[config.mk]
export PLATFORM = sky130hd
export DESIGN_NAME = ram_port_arbiter
export DESIGN_NICKNAME = d
export VERILOG_FILES = /design/src/rtl/ram_arb_pkg.sv /design/src/rtl/rr_arbiter.sv /design/src/rtl/ram_port_arbiter.sv
export SDC_FILE = /design/constraint.sdc
export NUM_CORES = 1
export LEC_CHECK = 0
export ABC_CLOCK_PERIOD_IN_PS = 9000
export CORE_ASPECT_RATIO = 0.6
export CORE_MARGIN = 2
export CORE_UTILIZATION = 45
export CTS_CLUSTER_DIAMETER = 200
export CTS_CLUSTER_SIZE = 12
export DETAILED_ROUTE_END_ITERATION = 10
export PLACE_DENSITY = 0.95
export SETUP_SLACK_MARGIN = 0.2
export SYNTH_ARGS = -nofsm -noshare
export SYNTH_HDL_FRONTEND = slang
export SYNTH_SLANG_ARGS = --single-unit
[constraint.sdc]
create_clock -name clk -period 9 [get_ports clk]
set_clock_uncertainty 0.1 [all_clocks]
set_input_delay 1.35 -clock clk [delete_from_list [all_inputs] [get_ports clk]]
set_output_delay 1.35 -clock clk [all_outputs]
set_load 0.05 [all_outputs]
[src/rtl/ram_arb_pkg.sv]
// Shared types and helpers for the RAM port arbiter.
// Command fields are sized to the shared RAM; the top's width parameters default to these.
package ram_arb_pkg;

  localparam int unsigned RamDataWidth = 8;
  localparam int unsigned RamAddrWidth = 3;
  localparam int unsigned MaxIdWidth   = 3;  // covers up to 8 requesters

  typedef struct packed {
    logic                    we;
    logic [RamAddrWidth-1:0] addr;
    logic [RamDataWidth-1:0] data;
  } ram_cmd_t;

  typedef struct packed {
    logic                  valid;
    logic [MaxIdWidth-1:0] id;
  } rd_tag_t;

  function automatic int unsigned id_width(int unsigned num_req);
    return (num_req > 1) ? $clog2(num_req) : 1;
  endfunction

endpackage

[src/rtl/rr_arbiter.sv]
// Round-robin pick: first set bit of elig_i searching upward from ptr_i with wrap-around.
// Purely combinational; the pointer register lives in the caller.
module rr_arbiter
  import ram_arb_pkg::*;
#(
  parameter int unsigned NumReq   = 4,
  parameter int unsigned PtrWidth = id_width(NumReq)
) (
  input  logic [NumReq-1:0]   elig_i,
  input  logic [PtrWidth-1:0] ptr_i,
  output logic [NumReq-1:0]   grant_o
);

  logic                found;
  logic [PtrWidth-1:0] idx;

  always_comb begin
    grant_o = '0;
    found   = 1'b0;
    idx     = '0;
    for (int unsigned off = 0; off < NumReq; off++) begin
      idx = PtrWidth'((32'(ptr_i) + off) % NumReq);
      if (!found && elig_i[idx]) begin
        grant_o[idx] = 1'b1;
        found        = 1'b1;
      end
    end
  end

endmodule

[src/rtl/ram_port_arbiter.sv]
// Shares one RAM port between NUM_REQ requesters: round-robin grant, registered command,
// read-tag pipeline for response routing, and a read-after-write hazard window.
module ram_port_arbiter
  import ram_arb_pkg::*;
#(
  parameter int unsigned NUM_REQ       = 4,
  parameter int unsigned DATA_WIDTH    = RamDataWidth,
  parameter int unsigned ADDRESS_WIDTH = RamAddrWidth,
  parameter int unsigned READ_LATENCY  = 1,
  parameter int unsigned WRITE_LATENCY = 1
) (
  input  logic                             clk,
  input  logic                             rst_n,
  input  logic [NUM_REQ-1:0]               req_valid,
  output logic [NUM_REQ-1:0]               req_ready,
  input  logic [NUM_REQ-1:0]               req_we,
  input  logic [NUM_REQ*ADDRESS_WIDTH-1:0] req_addr,
  input  logic [NUM_REQ*DATA_WIDTH-1:0]    req_wdata,
  output logic [NUM_REQ-1:0]               rsp_valid,
  output logic [DATA_WIDTH-1:0]            rsp_rdata,
  output logic                             ram_en,
  output logic                             ram_we,
  output logic [ADDRESS_WIDTH-1:0]         ram_addr,
  output logic [DATA_WIDTH-1:0]            ram_din,
  input  logic [DATA_WIDTH-1:0]            ram_dout,
  output logic                             busy
);

  localparam int unsigned ID_WIDTH = id_width(NUM_REQ);

  logic [NUM_REQ-1:0]       rd_hit, elig, grant;
  logic [ID_WIDTH-1:0]      rr_ptr_q, rr_ptr_d;
  logic                     transfer;
  ram_cmd_t                 win_cmd, cmd_q;
  logic [MaxIdWidth-1:0]    win_id, cmd_id_q;
  logic                     en_q;
  rd_tag_t                  tag_q [READ_LATENCY];
  logic                     tag_any;
  logic [WRITE_LATENCY-1:0] haz_vld_q;
  logic [ADDRESS_WIDTH-1:0] haz_addr_q [WRITE_LATENCY];

  // The write being granted this cycle needs no entry: only one grant happens per cycle,
  // so a same-address read cannot slip past it. Stored entries cover the following cycles.
  always_comb begin
    rd_hit = '0;
    for (int i = 0; i < NUM_REQ; i++) begin
      for (int k = 0; k < WRITE_LATENCY; k++) begin
        if (haz_vld_q[k] && (haz_addr_q[k] == req_addr[i*ADDRESS_WIDTH +: ADDRESS_WIDTH])) begin
          rd_hit[i] = 1'b1;
        end
      end
    end
  end

  assign elig = req_valid & (req_we | ~rd_hit);

  rr_arbiter #(
    .NumReq   (NUM_REQ),
    .PtrWidth (ID_WIDTH)
  ) u_rr_arbiter (
    .elig_i  (elig),
    .ptr_i   (rr_ptr_q),
    .grant_o (grant)
  );

  // Nothing may hand over while reset is held, even with requests pending.
  assign req_ready = rst_n ? grant : '0;
  assign transfer  = |req_ready;

  always_comb begin
    win_cmd = '0;
    win_id  = '0;
    for (int i = 0; i < NUM_REQ; i++) begin
      if (req_ready[i]) begin
        win_cmd.we   = req_we[i];
        win_cmd.addr = req_addr[i*ADDRESS_WIDTH +: ADDRESS_WIDTH];
        win_cmd.data = req_wdata[i*DATA_WIDTH +: DATA_WIDTH];
        win_id       = MaxIdWidth'(i);
      end
    end
  end

  always_comb begin
    rr_ptr_d = rr_ptr_q;
    if (transfer) begin
      rr_ptr_d = ID_WIDTH'((32'(win_id) + 32'd1) % NUM_REQ);
    end
  end

  always_ff @(posedge clk or negedge rst_n) begin
    if (!rst_n) begin
      rr_ptr_q <= '0;
      en_q     <= 1'b0;
      cmd_q    <= '0;
      cmd_id_q <= '0;
    end else begin
      rr_ptr_q <= rr_ptr_d;
      en_q     <= transfer;
      if (transfer) begin
        cmd_q    <= win_cmd;
        cmd_id_q <= win_id;
      end else begin
        cmd_q.we <= 1'b0;
      end
    end
  end

  always_ff @(posedge clk or negedge rst_n) begin
    if (!rst_n) begin
      for (int k = 0; k < READ_LATENCY; k++) begin
        tag_q[k] <= '0;
      end
    end else begin
      tag_q[0].valid <= en_q & ~cmd_q.we;
      tag_q[0].id    <= cmd_id_q;
      for (int k = 1; k < READ_LATENCY; k++) begin
        tag_q[k] <= tag_q[k-1];
      end
    end
  end

  always_ff @(posedge clk or negedge rst_n) begin
    if (!rst_n) begin
      haz_vld_q <= '0;
      for (int k = 0; k < WRITE_LATENCY; k++) begin
        haz_addr_q[k] <= '0;
      end
    end else begin
      haz_vld_q[0]  <= transfer & win_cmd.we;
      haz_addr_q[0] <= win_cmd.addr;
      for (int k = 1; k < WRITE_LATENCY; k++) begin
        haz_vld_q[k]  <= haz_vld_q[k-1];
        haz_addr_q[k] <= haz_addr_q[k-1];
      end
    end
  end

  always_comb begin
    rsp_valid = '0;
    for (int i = 0; i < NUM_REQ; i++) begin
      rsp_valid[i] = tag_q[READ_LATENCY-1].valid &&
                     (tag_q[READ_LATENCY-1].id == MaxIdWidth'(i));
    end
    rsp_rdata = (|rsp_valid) ? ram_dout : '0;
  end

  always_comb begin
    tag_any = 1'b0;
    for (int k = 0; k < READ_LATENCY; k++) begin
      tag_any = tag_any | tag_q[k].valid;
    end
  end

  assign busy     = en_q | tag_any | (|haz_vld_q);
  assign ram_en   = en_q;
  assign ram_we   = cmd_q.we;
  assign ram_addr = cmd_q.addr;
  assign ram_din  = cmd_q.data;

endmodule

**After elaboration in Yosys (flattened, before gate mapping)**

Cells that the tools add are included.

- Divide/modulo/power cells: 0
- Bitwise operators: 11
- Shift operators: 0
- Reductions and logical operators: 21
- Add/sub/neg operators: 4
- $lt $le $gt $ge: 8
- Mux-type cells: 37
- Multipliers: 0
- Equal/unequal tests: 7

Operators with widths:

| kind | number |
|---|---|
| 2-to-1 mux 12 bit | 4 |
| 2-to-1 mux 4 bit | 5 |
| 2-to-1 mux 1 bit | 17 |
| OR 4 bit | 4 |
| logical AND 1 bit | 15 |
| equality test 3 bit | 4 |
| less-than comparator 2 x 3 -> 1 bit, second input constant | 4 |
| binary-select mux 1 bit (select 2 bit) | 4 |
| demux 1 bit (select 2 bit) | 4 |
| greater-or-equal comparator 2 x 1 -> 1 bit, second input constant | 4 |
| 2-to-1 mux 8 bit | 1 |
| OR reduction 4 bit | 2 |
| equality test 3 x 2 -> 1 bit, second input constant | 2 |
| 2-to-1 mux 3 bit | 2 |
| adder 2 x 1 -> 2 bit, second input constant | 2 |
| adder 2 bit, second input constant | 2 |
| bitwise AND 4 bit | 1 |
| NOT 4 bit | 1 |
| equality test 3 x 1 -> 1 bit, second input constant | 1 |
| logical NOT 1 bit | 3 |
| logical NOT 3 bit | 1 |
| bitwise AND 1 bit | 2 |
| OR 1 bit | 2 |
| NOT 1 bit | 1 |

- Register bits after elaboration: 26
- Memory bits (read-only): 0
- Logic and storage cells: 98
- Latch bits: 0
- Memories: 0
- Bits in writable memories: 0

**Logic depth before layout (Yosys ltp)**

- Word-level depth: 24
- Depth in mapped cells: 14
- Gate-level depth less buffers: 12

**Hierarchy**

From an unflattened synthesis, not the netlist that was laid out.

- Cell total of the unflattened synthesis: 196
- Area total of the unflattened synthesis: 1853.0 µm²

By module, submodules not included:

| module | cells each | seq. area each (µm²) | area each (µm²) | times used |
|---|---|---|---|---|
| ram_port_arbiter | 160 | 575.6 | 1515.2 | 1 |
| rr_arbiter | 36 | 0.0 | 337.8 | 1 |

**Worst setup path before layout**

Ideal clock, no wire load.

- Path kind: input-to-output
- Start: input port req_addr[0]
- End: output port req_ready[3]
- Required time: 7550 ps
- Arrival: 3514 ps
- Cell stages on the path: 9
- Slack: 4036 ps
- Path through: xor2_1 -> o41ai_4 -> mux4_2 -> buf_4 -> a21boi_4 -> nand2_1 -> o21ai_1 -> buf_2 -> buf_2

- Cells in the longest elaborated chain, start to end: 19

Ends and longest elaborated chain:

| what | line | text |
|---|---|---|
| start: declaration | ram_port_arbiter.sv:17 | `input logic [NUM_REQ*ADDRESS_WIDTH-1:0] req_addr,` |
| equality test 3 bit * | ram_port_arbiter.sv:48 | `if (haz_vld_q[k] && (haz_addr_q[k] == req_addr[i*ADDRESS_WIDTH +: ADDRESS_WIDTH])) begin` |
| logical AND 1 bit * | ram_port_arbiter.sv:48 |  |
| 2-to-1 mux 1 bit * | ram_port_arbiter.sv:48 |  |
| NOT 4 bit * | ram_port_arbiter.sv:55 | `assign elig = req_valid & (req_we \| ~rd_hit);` |
| OR 4 bit * | ram_port_arbiter.sv:55 |  |
| bitwise AND 4 bit * | ram_port_arbiter.sv:55 |  |
| binary-select mux 1 bit (select 2 bit) | rr_arbiter.sv:23 | `if (!found && elig_i[idx]) begin` |
| 2-to-1 mux 1 bit (implied by the code) | rr_arbiter.sv:23 |  |
| [... 3 more ...] | - |  |
| 2-to-1 mux 1 bit | rr_arbiter.sv:23 |  |
| logical NOT 1 bit | rr_arbiter.sv:23 |  |
| logical AND 1 bit | rr_arbiter.sv:23 |  |
| 2-to-1 mux 1 bit | rr_arbiter.sv:23 |  |
| logical NOT 1 bit | rr_arbiter.sv:23 |  |
| logical AND 1 bit | rr_arbiter.sv:23 |  |
| 2-to-1 mux 4 bit * | rr_arbiter.sv:23 |  |
| 2-to-1 mux 4 bit * | ram_port_arbiter.sv:67 | `assign req_ready = rst_n ? grant : '0;` |
| end: declaration | ram_port_arbiter.sv:15 | `output logic [NUM_REQ-1:0] req_ready,` |

Mark *: on every way between the ends. The rest lies on a longest branch, timed or not. The select of a mux whose other input is x is not followed.

**Worst setup path in the final report**

- Start: input port req_addr[0]
- End: output port req_ready[2]

Same word-level chain as after synthesis.

==> results.md <==
* Status: finished, final reports clean
* Bufs on Longest Clock Path at 2
* Most frequent cells in the layout: 91 x clkdlybuf4s50_1, 23 x dfrtp_1, 20 x nand2_1
* Yosys reg bits at 23
* Width of the die at 90.46 um
* Ys flop type: dfrtp_1
* PortBufs at 91
* Total CTS buffers at 3
* Seq. cell area at roughly 580 um^2
* R2R setup slack at 4.89 ns
* RSZ-0062 raised after global routing: false
* Final hold violation count at 0
* GRT Overall Usage at around a quarter
* Leakage at 1.196 nW
* Clock sinks at 23
* DR iter-0 viols at 149
* Fin crit share at between 70 and 80%
* Slew headroom at 57.43%
* Initial cell density of the core at approximately 48%
* Critical Path Source Type: primary input
* Synth Warn # at 0
* Register area share after synthesis at 28.52%
* Main area contributors after synthesis: dfrtp_1 29%, xor2_1 5.2%, ha_1 5.0%
* Net count after synthesis at approximately 280
* Diodes inserted at 0
* Clk_lat worst skew at 0.27 ns
* Fillers at between 300 and 400
* Syn-to-layout area delta at 48.61%
* Die area at about 5000 um^2
* CTS resizes at 0
* PD cells at about 410 nW/um^2
* Hold_sp: cmd_id_q[0]$_DFFE_PN0P_
* Yosys cell types at 55
* Setup tns final at 0 ns
* Final WL at around 6.4 mm
* Crit path kind: in2out
* Initial antenna violation count at 0
* Fin crit period at between 6 and 7 ns
* Die extent in y at roughly 56 um
* Hold worst-path end: tag_q[0]$_DFF_PN0_
* Largest area contributor in the netlist: dfrtp_1
* Nets at between 300 and 400
* Fin. max-slew vios at 0
* 1st-pass router iterations at 5
* Top-area cell type share of the netlist area at 28.52%
* CTS tree: done
* EDFF count, synth at 0
* Commonest non-fill, non-tap cell in the layout: clkdlybuf4s50_1
* Number of global-route vias before repair at 2053
* DR vias at roughly 2200
* R2r startpoint: rr_ptr_q[0]$_DFFE_PN0P_
* Hold Crit Class: reg2reg
* Hold slack at between 0.2 and 0.3 ns
* Worst Reg-to-Reg Cells at 12
* First-pass GRT wire length at approximately 10 mm
* Max Clk Rate at around 0.16 GHz
* Clk slew on worst S/H paths at approximately 0.09 ns
* Number of setup buffers added after CTS at 0
* DRC at 0
* Required @ worst endpoint at around 7.6 ns
* VDD IR max at 0.0002942 V
* Cell area after synthesis at just over 2000 um^2
* Post-DRT Antenna Nets at 0
* Setup crit end kind: output port
* Hpwl dp at 5.078 mm
* Area occupied by multi-input gates at 1354 um^2
* Largest net degree at the start of global routing at 33
* Hold Crit Depth at 0
* R2r endpoint: ram_din[0]$_DFFE_PN0P_
* Total core area at ~4200 um^2
* Arr. time, crit path at approximately 4.9 ns
* Syn avg cell area at 9.520 um^2
* H-Tree Level Count at 1
* Final setup violation count at 0
* Max-cap viol count at 0
* Ys async rst share at 100.0%
* Tightest Pin Transition at 0.6364 ns
* DR WL/cell at 18.01 um
* CTS Root Cell: clkbuf_8
* Share of cells above drive strength 1 at 10.07%
* Number of top-level pins at just over 90
* # hold bufs at CTS at 0
* Via density at around 6
* Worst-path fanout max at 16
* Cells after synthesis at approximately 210
* GRT Residual Overflow at 0
* Placement Rows at 18
* Routability Congestion at between 0.9 and 1
## worst max-delay path, cell delays in order
cell	delay, ns
clkdlybuf4s50_1	0.54
xor2_1	0.28
o41ai_4	0.15
mux4_2	0.65
nor2b_1	0.18
a31oi_1	0.06
o21a_2	0.20
or2b_4	0.30
inv_2	0.28
clkdlybuf4s50_1	0.87
## cell type report
| class | count | share of cell area, % |
|---|---|---|
| Clock inverter | 1 | 0.1669 |
| Inverter | 4 | 0.5006 |
| Multi-Input combinational cell | 173 | 45.14 |
| Sequential cell | 23 | 19.19 |
| Timing Repair Buffer | 94 | 31.12 |
| Tap cell | 60 | 2.503 |
| Clock buffer | 3 | 1.377 |
## cells in the mapped netlist, types with 2 or more instances
| cell type | instances |
|---|---|
| dfrtp_1 | 23 |
| nand2_1 | 20 |
| nor2_1 | 12 |
| xor2_1 | 12 |
| and2_1 | 10 |
| a21oi_1 | 8 |
| a221oi_1 | 8 |
| ha_1 | 8 |
| nor2b_1 | 8 |
| a31oi_1 | 7 |
| nand2b_1 | 7 |
| a22oi_1 | 5 |
| clkbuf_1 | 5 |
| nor3_1 | 5 |
| o31ai_1 | 5 |
| mux2i_1 | 4 |
| a221oi_2 | 3 |
| buf_6 | 3 |
| mux2_2 | 3 |
| nand3_1 | 3 |
| o21ai_0 | 3 |
| o221ai_1 | 3 |
| o31ai_2 | 3 |
| o41a_1 | 3 |
| buf_2 | 2 |
| buf_4 | 2 |
| inv_1 | 2 |
| nor3b_1 | 2 |
| nor4_1 | 2 |
| o22a_1 | 2 |
| o22ai_1 | 2 |
| o41ai_2 | 2 |
| o41ai_4 | 2 |
| or3_1 | 2 |
## per-layer routing
layer | global-route usage [%] | vias to the layer above | part of all wire (%)
met5 | 0 | - | 0
met4 | 6.154 | 0 | 1.0
met3 | 6.504 | 7 | 9.4
met2 | 40.82 | 132 | 45
met1 | 37.27 | 1029 | 45
li1 | - | 984 | -
## registers in the layout (all words and copies together) (netlist names)
signal      count
ram_din         8
haz_addr_q      3
tag_any         1
ram_en          1
tag_q           2
rr_ptr_q        2
ram_we          1
cmd_id_q        2
ram_addr        3
## report_power, final
part / leakage (nW) / internal [mW] / switching, mW
Clock: 0.0255 / 0.0310 / 0.0346
Sequential: 0.279 / 0.162 / 0.0572
Combinational: 0.891 / 0.352 / 0.583
## worst max-delay path by stage
stage                        end  depth (start not counted)         from
finish              req_ready[2]                         10  req_addr[0]
global route        req_ready[2]                         10  req_addr[5]
CTS                 req_ready[2]                         10  req_addr[0]
detailed placement  req_ready[2]                         10  req_addr[0]
global placement    req_ready[2]                          9  req_addr[5]
floorplan           req_ready[3]                          9  req_addr[0]
## kinds of logic (layout without fill, tap and decap cells)
kind of cell    count (synthesis)  after routing  share of synthesized area, %
compound gates                 66             66                         30.57
xor+xnor                       12             12                         5.208
fa+ha+maj                       8              8                         4.960
buf+inv                        16            102                         4.587
flops                          23             23                         28.52
mux                             8              8                         4.774
simple gates                   79             79                         21.39
## stage by stage
step | util, % | worst slack, ns | total power, mW | cell area [um^2] | cells
after floorplan | - | 4.036 | 0.9033 | 2018 | 212
after global placement | 70.11 | 2.806 | 1.116 | 2953 | 354
after detailed placement | 70.11 | 2.725 | 1.144 | 2953 | 354
after CTS | 71.21 | 2.702 | 1.214 | 2999 | 358
after global routing | 71.21 | 2.533 | 1.302 | 2999 | 358
final | 71.21 | 2.680 | 1.220 | 2999 | 358
Power figures use the tool's default switching activity.
